**src/rtl/tick_source.sv**
```systemverilog
// Programmable tick generator: divides clock by (BASE_PERIOD >> speed), with run/pause/step/halt control.
// First tick lands period cycles after go; no backpressure, tick is a fire-and-forget registered pulse.
module tick_source #(
    parameter int BASE_PERIOD = 50_000_000,
    parameter int CNT_W       = 26
) (
    input  logic       clock,
    input  logic       reset,
    input  logic       go,
    input  logic       pause,
    input  logic       step,
    input  logic       halt,
    input  logic [1:0] speed,
    output logic       tick,
    output logic       running,
    output logic [7:0] tick_total
);

    typedef enum logic [1:0] {
        IDLE  = 2'd0,
        RUN   = 2'd1,
        PAUSE = 2'd2,
        STEP  = 2'd3
    } state_t;

    localparam logic [CNT_W-1:0] BASE = CNT_W'(BASE_PERIOD);

    state_t           state;
    logic [CNT_W-1:0] cnt;
    logic [CNT_W-1:0] reload;
    logic             cnt_zero;

    assign reload   = (BASE >> speed) - CNT_W'(1);
    assign cnt_zero = (cnt == '0);

    always_ff @(posedge clock or posedge reset) begin
        if (reset) begin
            state      <= IDLE;
            cnt        <= '0;
            tick       <= 1'b0;
            running    <= 1'b0;
            tick_total <= 8'd0;
        end else begin
            tick <= 1'b0;
            if (halt) begin
                state   <= IDLE;
                cnt     <= '0;
                running <= 1'b0;
            end else begin
                case (state)
                    IDLE: begin
                        if (go) begin
                            state      <= RUN;
                            running    <= 1'b1;
                            cnt        <= reload;
                            tick_total <= 8'd0;
                        end
                    end
                    RUN: begin
                        if (pause) begin
                            state   <= PAUSE;
                            running <= 1'b0;
                        end else if (cnt_zero) begin
                            tick       <= 1'b1;
                            cnt        <= reload;
                            tick_total <= tick_total + 8'd1;
                        end else begin
                            cnt <= cnt - CNT_W'(1);
                        end
                    end
                    PAUSE: begin
                        // The pausing edge held cnt, so the resuming edge counts to keep the phase.
                        if (pause) begin
                            state <= PAUSE;
                        end else if (go) begin
                            state   <= RUN;
                            running <= 1'b1;
                            if (cnt_zero) begin
                                tick       <= 1'b1;
                                cnt        <= reload;
                                tick_total <= tick_total + 8'd1;
                            end else begin
                                cnt <= cnt - CNT_W'(1);
                            end
                        end else if (step) begin
                            state   <= STEP;
                            running <= 1'b1;
                        end
                    end
                    STEP: begin
                        state      <= PAUSE;
                        running    <= 1'b0;
                        tick       <= 1'b1;
                        tick_total <= tick_total + 8'd1;
                    end
                    default: begin
                        state   <= IDLE;
                        running <= 1'b0;
                    end
                endcase
            end
        end
    end

endmodule

```
**config.mk**
```make
export PLATFORM = sky130hd
export DESIGN_NAME = tick_source
export DESIGN_NICKNAME = d
export VERILOG_FILES = /design/src/rtl/tick_source.sv
export SDC_FILE = /design/constraint.sdc
export NUM_CORES = 1
export LEC_CHECK = 0
export BUFFER_PORTS_ARGS = -buffer_cell sky130_fd_sc_hd__buf_2
export CAP_MARGIN = 0
export CORE_UTILIZATION = 50
export CTS_CLUSTER_DIAMETER = 100
export DETAILED_ROUTE_END_ITERATION = 12
export MAX_ROUTING_LAYER = met4
export PLACE_DENSITY = 0.71
export RECOVER_POWER = 50
export SYNTH_ARGS = -nofsm -noshare
export SYNTH_HDL_FRONTEND = slang
export SYNTH_SLANG_ARGS = --single-unit
```
**constraint.sdc**
```tcl
create_clock -name clock -period 2.4 [get_ports clock]
set_clock_uncertainty 0.2 [all_clocks]
set_input_delay 0.12 -clock clock [delete_from_list [all_inputs] [get_ports clock]]
set_output_delay 0.12 -clock clock [all_outputs]
set_load 0.02 [all_outputs]
```
==> results.toml, run 1 <==
[cells_and_area]
layout-drive-gt1-share = 0.2133
layout_commonest_cell = "dfrtp_1"
nets = 361
final_cell_mix = "dfrtp_1 (38), buf_4 (31), nor2_1 (25), a21oi_1 (24), nor3_1 (19)"
nFillCells = 447
antenna_cells = 0
final_cell_area_um2 = 3098
synthToLayoutAreaGrowth_pct = 18.53

[setup_path]
r2r-end = "cnt[15]"
cpPeakStageDelay_ns = 0.46
crit_fanout = 7
end_kind = "flop"
path_cells = "inv_1 > ha_2 > o21ba_4 > o211a_2 > buf_4 > or4_1 > a31oi_1"
reg2reg_depth = 7
cp.arrival_ns = 2.35
r2r_start = "state[1]"
path_delay_family = "compound AO/OA/AOI/OAI gates"
startpoint_type = "flop"
ff2ff_setup_slack_ns = 0.07
slowest_stage = "or4_1"
critPathBufInv = 2
worstSetupPathType = "flop to flop"
cp.required_ns = 2.43

[place]
io_buffers = 17
gp_congestion = 0.9058
dp_hpwl_um = 4695
postPlaceCellArea_um2 = 2923

[detailed_routing]
dr.pass1.iters = 5
wl_per_cell_um = 16.57
viasPerCell = 6.208
dr.first_iter.drc_count = 296
drc = 0
drt_wl_total_um = 6860
dr_total_vias = 2570
drtAntennaViolNets = 0

[clock_tree]
tritoncts = "done"
clock-root-buffer = "clkbuf_8"
h-tree-depth = 2
clk_pin_slew_ns = 0.08
clock_sinks = 38
clk_path_buf_depth = 2
cts_buffers = 5
clkLatencyLatePin_ns = 0.30

[timing]
holdWs_ns = 0.02743
finalHoldViolCount = 0
rsz0062_at_grt = "yes"
post-route-period-util = 0.9691
slew_headroom = 0.3427
report.final.slew_viol_count = 0
worstMarginPinSlew_ns = 0.9859
setup_viol = 0
max_freq_mhz = 430.0
layout_min_cycle_time_ns = 2.326

[floorplanning]
die_w_um = 74.30
core_um2 = 4880
rows = 25
initial_core_util = 0.5356
dieArea_um2 = 5520
die_h_um = 74.30
ios = 18

[logic_synthesis]
yosys_warnings = 0
yosysSeqAreaShare = 0.3638
synth_top_area_cell = "dfrtp_1"
syn_avg_cell_area_um2 = 8.459
synth_edf_count = 0
syn_area_um2 = 2614
synthArstFlopShare = 1.000
synth_cell_types = 61
synthTopCellsByArea = "dfrtp_1 (36%), a21oi_1 (4.6%), nor3_1 (3.6%)"
syn_inst = 309
synth_top_area_frac = 0.3638
synth-seq-cells = 38
synthesis.nets = 324
synth_ff_type = "dfrtp_1"

[min_path]
whs_path_depth = 3
hold_path_end = "cnt[10]"
min_path_type = "input port to flop"
hp-start = "speed[1]"

[status]
status = "completed"

[grt]
grtUsageTotal = 0.2885
grt_pass1_wl_um = 11790
grt_pass1_vias = 2460
globalRoute.totalOverflow = 0
grt_max_degree = 40
antenna_found_initial = 0

[pwr]
power_density_nw_per_um2 = 974.1
vdd_drop_max_mv = 0.3922
p_leak_uw = 0.001308

[run]
maxCapViolCount = 0
==> sequential cells by signal, indices dropped and copies added, names as in the netlist <==
signal and count:
tick 1, state 2, running 1, cnt 26
tick_total 8
==> how the worst max path moves through the flow <==
stage	end	cells past startpoint	startpoint
floorplan	tick_total[6]	9	cnt[0]
global placement	cnt[18]	7	state[1]
detailed placement	cnt[18]	7	state[1]
CTS	cnt[18]	7	state[1]
global route	tick_total[6]	7	cnt[1]
finish	cnt[15]	7	state[1]
==> per-layer routing <==
layer	up-vias	GRT usage	routed length [µm]
met2	71	0.4485	3182
li1	1259	-	-
met5	-	-	0
met3	10	0.05691	387
met4	0	0.07966	77
met1	1230	0.3843	3212
==> cells in the mapped netlist (3+ instances only) <==
cell	n
a211oi_1	3
a21oi_1	24
a311oi_1	4
a31oi_1	5
and3_1	5
clkbuf_1	17
dfrtp_1	38
ha_1	7
inv_1	15
nand2_1	15
nand2b_1	8
nand3_1	7
nand3b_1	3
nand4_1	6
nor2_1	25
nor2b_1	4
nor3_1	19
nor4_1	9
o211ai_1	4
o21a_1	4
o21ai_0	13
o21ai_1	9
o31ai_1	8
o41ai_1	3
or3_1	7
==> tightest hold or removal path, stage by stage <==
cell	delay [ns]
buf_2	0.15
mux2i_1	0.13
o22ai_1	0.09
==> final cells by class <==
cell class | count | area [µm²] | share of cell area
clock buffers | 8 | 110.1 | 0.03554
inverters | 15 | 56.30 | 0.01817
multi-input cells | 235 | 1556 | 0.5024
flip-flops and latches | 38 | 950.9 | 0.3069
well taps | 67 | 83.83 | 0.02706
repair buffers | 51 | 340.3 | 0.1099
==> stage by stage <==
stage                 util  cells  power (µW)  TNS (ns)  worst slack (ns)
floorplan                -    309        1907         0          0.007035
global placement    0.5990    401        2383         0           0.03425
detailed placement  0.5990    401        2408         0           0.02317
CTS                 0.6256    411        2951         0           0.01006
global route        0.6349    414        3242  -0.05292          -0.01541
finish              0.6349    414        3018         0           0.07421
==> power by group <==
group	switching [µW]	total (µW)	internal, µW
clock	243	533	290
combinational	901	1560	655
sequential	160	929	768
==> kinds of logic (layout without fill, tap and decap cells) <==
family	after synthesis	after routing	share of synthesized area
AOI/OAI and AO/OA	103	103	0.2705
and+or+nand+nor	123	123	0.2690
DFF	38	38	0.3638
buffers and inverters	36	74	0.05553
muxes	2	2	0.007659
adders and majority gates	7	7	0.03351
==> timing repair <==
action,CTS,global route
buffers inserted,0,3
endpoints found under the setup margin,0,17
resized for setup,0,8
hold buffers,2,0
endpoints found under the hold margin,39,0
(Power assumes the default switching activity.)
==> run 2, diff against run 1 <==
PLACE_DENSITY = 0.69   (was 0.71)
==> results.toml, run 2 (same netlist as run 1, synthesis figures left out) <==
[status]
status = "completed"

[setup_path]
startpoint_type = "flop"
cp.required_ns = 2.43
cpMostUsedCell = "buf_4"
crit_start = "state[0]"
crit_fanout = 11
path_cells = "inv_2 > ha_2 > nand4bb_1 > o211ai_1 > buf_4 > buf_4 > buf_2 > a311oi_1 > o2bb2ai_1"
worstSetupPathType = "flop to flop"
ff2ff_setup_slack_ns = 0.07
slowest_stage = "dfrtp_1"
reg2reg_depth = 9
r2r-end = "cnt[13]"
end_kind = "flop"
r2r_start = "state[0]"
crit_path_end = "cnt[13]"
cp.arrival_ns = 2.36
cpPeakStageDelay_ns = 0.42

[pwr]
power.total_uw = 3139
p_leak_uw = 0.001332
power_density_nw_per_um2 = 990.2
vdd_drop_max_mv = 0.4014

[cells_and_area]
synthToLayoutAreaGrowth_pct = 21.30
reg_top3 = "cnt: 26 flops, tick_total: 8 flops, state: 2 flops"
layout-drive-gt1-share = 0.2244
nFillCells = 430
fin_util = 0.6497
largest_reg_flops = 26
max_flop_register = "cnt"
final_cell_mix = "dfrtp_1 (38), buf_4 (32), nor2_1 (25), a21oi_1 (24), nor3_1 (19)"
nets = 366
antenna_cells = 0
layout_commonest_cell = "dfrtp_1"
fin_cells = 419

[floorplanning]
core_um2 = 4880
dieArea_um2 = 5520
die_w_um = 74.30
rows = 25
initial_core_util = 0.5356
ios = 18
die_h_um = 74.30

[grt]
grt_pass1_wl_um = 11710
grt_max_degree = 40
antenna_found_initial = 0
globalRoute.totalOverflow = 0
grtUsageTotal = 0.2840
grt_pass1_vias = 2393

[detailed_routing]
drc = 0
drt_wl_total_um = 7027
drtAntennaViolNets = 0
dr.pass1.iters = 7
dr.first_iter.drc_count = 249
wl_per_cell_um = 16.77
dr_total_vias = 2646
viasPerCell = 6.315

[timing]
slew_headroom = 0.3566
finalHoldViolCount = 0
setup_viol = 0
worstMarginPinSlew_ns = 0.9652
report.final.slew_viol_count = 0
holdWs_ns = 0.05908
tns_ns = 0
max_freq_mhz = 428.6
rsz0062_at_grt = "yes"
layout_min_cycle_time_ns = 2.333
post-route-period-util = 0.9722

[clock_tree]
clk_path_buf_depth = 2
clkLatencyLatePin_ns = 0.30
clock-root-buffer = "clkbuf_8"
h-tree-depth = 2
cts_buffers = 5
clock_sinks = 38
clk_pin_slew_ns = 0.08
tritoncts = "done"

[min_path]
hp-start = "speed[1]"
whs_path_depth = 3
min_path_type = "input port to flop"

[place]
gp_congestion = 0.8740
dp_hpwl_um = 4829
dp_cells = 404
io_buffers = 17

[run]
maxCapViolCount = 0
-- run 2: final cells by class --
class | count | area (µm²) | share of cell area
multi-input combinational | 235 | 1572 | 0.4957
sequential | 38 | 950.9 | 0.2999
timing repair buffer | 56 | 394.1 | 0.1243
tap | 67 | 83.83 | 0.02644
clock buffer | 5 | 68.82 | 0.02170
inverter | 15 | 56.30 | 0.01776
clock inverter | 3 | 45.04 | 0.01421
-- run 2: what timing repair did --
item | in CTS | in global routing
resized for setup | 0 | 11
hold endpoints to repair | 39 | 0
hold buffers | 2 | 0
endpoints found under the setup margin | 0 | 14
buffers inserted | 0 | 4
-- run 2: where the power goes --
part / internal [µW] / switching (µW)
Combinational: 709 / 944
Clock: 309 / 258
Sequential: 768 / 151
Total: 1790 / 1350
-- run 2: worst min path at each step --
stage	endpoint	slack, ns
6_report	cnt[10]	0.06
2_1_floorplan	cnt[0]	0.11
3_5_place_dp	tick_total[7]	0.07
5_1_grt	tick_total[1]	0.08
3_3_place_gp	tick_total[7]	0.06
4_1_cts	cnt[10]	0.05
-- run 2: per-layer routing --
metal / global-route usage / wire length, µm / up-vias / share of wire
met5: - / 0 / - / 0
met4: 0.1006 / 123 / 0 / 0.018
met3: 0.04878 / 511 / 13 / 0.073
met2: 0.4192 / 3219 / 126 / 0.46
met1: 0.3923 / 3173 / 1248 / 0.45
li1: - / - / 1259 / -
-- run 2: worst max-delay path: cells and delay by family (launching register included) --
family | cells | cell delay [ns]
buffers and inverters | 4 | 0.57
and+or+nand+nor | 1 | 0.21
adders and majority gates | 1 | 0.28
AOI/OAI and AO/OA | 3 | 0.59
DFF | 1 | 0.42
-- run 2: metrics by stage --
step                area, µm²  setup WS [ns]
global route             3171       -0.03123
finish                   3171        0.06676
global placement         2958        0.06740
CTS                      3092        0.02680
floorplan                2649       0.007035
detailed placement       2958        0.04622
==> run 3, diff against run 2 <==
CORE_UTILIZATION = 40   (was 50)
CTS_BUF_LIST = sky130_fd_sc_hd__clkbuf_4 sky130_fd_sc_hd__clkbuf_8 sky130_fd_sc_hd__clkbuf_16   (was not set)
PLACE_DENSITY = 0.57   (was 0.69)
SETUP_SLACK_MARGIN = 0.5   (was not set)
==> results.toml, run 3 (same netlist as run 1, synthesis figures left out) <==
[grt]
antenna_found_initial = 0
grt_pass1_vias = 2686
grtUsageTotal = 0.2579
grt_max_degree = 40
globalRoute.totalOverflow = 0
grt_pass1_wl_um = 13910

[timing]
setup_slack_ns = 0.1524
setup_viol = 0
rsz0062_at_grt = "yes"
report.final.slew_viol_count = 0
slew_headroom = 0.3114
post-route-period-util = 0.9365
max_freq_mhz = 444.9
worstMarginPinSlew_ns = 1.033
finalHoldViolCount = 0
tns_ns = 0
layout_min_cycle_time_ns = 2.248

[cells_and_area]
nFillCells = 537
antenna_cells = 0
final_cell_mix = "buf_4 (51), dfrtp_1 (36), nor2_1 (20), a21oi_1 (17), nor3_1 (14)"
largest_reg_flops = 26
synthToLayoutAreaGrowth_pct = 48.01
nets = 401
final_cell_area_um2 = 3869
fin_util = 0.6128
reg_top3 = "cnt: 26 flops, tick_total: 8 flops, state: 2 flops"
layout_commonest_cell = "buf_4"
multiInputGateArea_um2 = 1872
max_flop_register = "cnt"
layout-drive-gt1-share = 0.4109
regArea_um2 = 953.4

[setup_path]
worstSetupPathType = "flop to flop"
crit_fanout = 6
cp.arrival_ns = 2.22
startpoint_type = "flop"
end_kind = "flop"
cp.required_ns = 2.38

[clock_tree]
tritoncts = "done"
clkLatencyLatePin_ns = 0.31
h-tree-depth = 2
cts_buffers = 5
clk_pin_slew_ns = 0.08
clk_path_buf_depth = 2
clock-root-buffer = "clkbuf_8"
clock_sinks = 38

[pwr]
vdd_drop_max_mv = 0.5129
power_density_nw_per_um2 = 1035
p_leak_uw = 0.001619

[floorplanning]
die_w_um = 82.84
dieArea_um2 = 6862
ios = 18
core_um2 = 6314
die_h_um = 82.84
rows = 29
initial_core_util = 0.4140

[run]
maxCapViolCount = 0

[min_path]
min_path_type = "input port to flop"

[place]
pre_cts_ws_ns = -0.01795
gp_congestion = 0.8937
io_buffers = 17
postPlaceCellArea_um2 = 3037
dp_hpwl_um = 4958

[detailed_routing]
dr.pass1.iters = 5
viasPerCell = 6.155
dr.first_iter.drc_count = 300
drt_wl_total_um = 8678
drtAntennaViolNets = 0
dr_total_vias = 2856
drc = 0
wl_per_cell_um = 18.70

[status]
status = "completed"
[run 3: routing by layer]
layer,up-vias,wire length [µm],track usage
met1,1353,3820,0.3436
met3,21,571,0.03777
met4,0,187,0.08777
met2,143,4098,0.4024
met5,-,0,-
li1,1339,-,-
[run 3: area by class of cell]
class,count,area share
Clock buffer,5,0.01779
Clock inverter,3,0.01779
Inverter,15,0.01455
Multi-Input combinational cell,236,0.4838
Sequential cell,38,0.2464
Tap cell,77,0.02490
Timing Repair Buffer,90,0.1947
[run 3: critical path: stages (launching register included)]
cell and delay [ns]:
dfrtp_1 0.46, nor4_1 0.33, nand4_1 0.19, buf_4 0.22, o21ai_4 0.18, buf_6 0.15
nor4_1 0.05, or3_1 0.35
[run 3: metrics by stage]
step | hold WS, ns | total power [µW] | cells
3_5_place_dp | 0.07822 | 2514 | 418
4_1_cts | 0.05165 | 3771 | 458
3_3_place_gp | 0.07677 | 2519 | 418
2_1_floorplan | 0.1004 | 1994 | 309
6_report | 0.04263 | 4006 | 464
5_1_grt | 0.07090 | 4210 | 464
[run 3: report_power, final]
group / switching [µW] / internal (µW)
combinational: 1270 / 1130
clock: 266 / 417
sequential: 153 / 769
total: 1690 / 2320
[run 3: timing repair]
| action | CTS | global route |
|---|---|---|
| gates cloned | 4 | 0 |
| resized for setup | 54 | 29 |
| pin swaps | 23 | 25 |
| endpoints found under the hold margin | 40 | 0 |
| buffers inserted | 25 | 6 |
| endpoints found under the setup margin | 36 | 37 |
| hold buffers | 3 | 0 |
[run 3: path summary, 6_finish.rpt]
path / from / endpoint / slack, ns / cells past startpoint
worst max register to register: cnt[22] / cnt[23] / 0.15 / 7
worst min register to register: tick_total[7] / tick_total[7] / 0.33 / 1
worst max-delay path: cnt[22] / cnt[23] / 0.15 / 7
worst min-delay path: pause / state[1] / 0.04 / 4
min in group asynchronous: reset / cnt[3] / 0.47 / 4
max in group asynchronous: reset / cnt[14] / 0.82 / 4
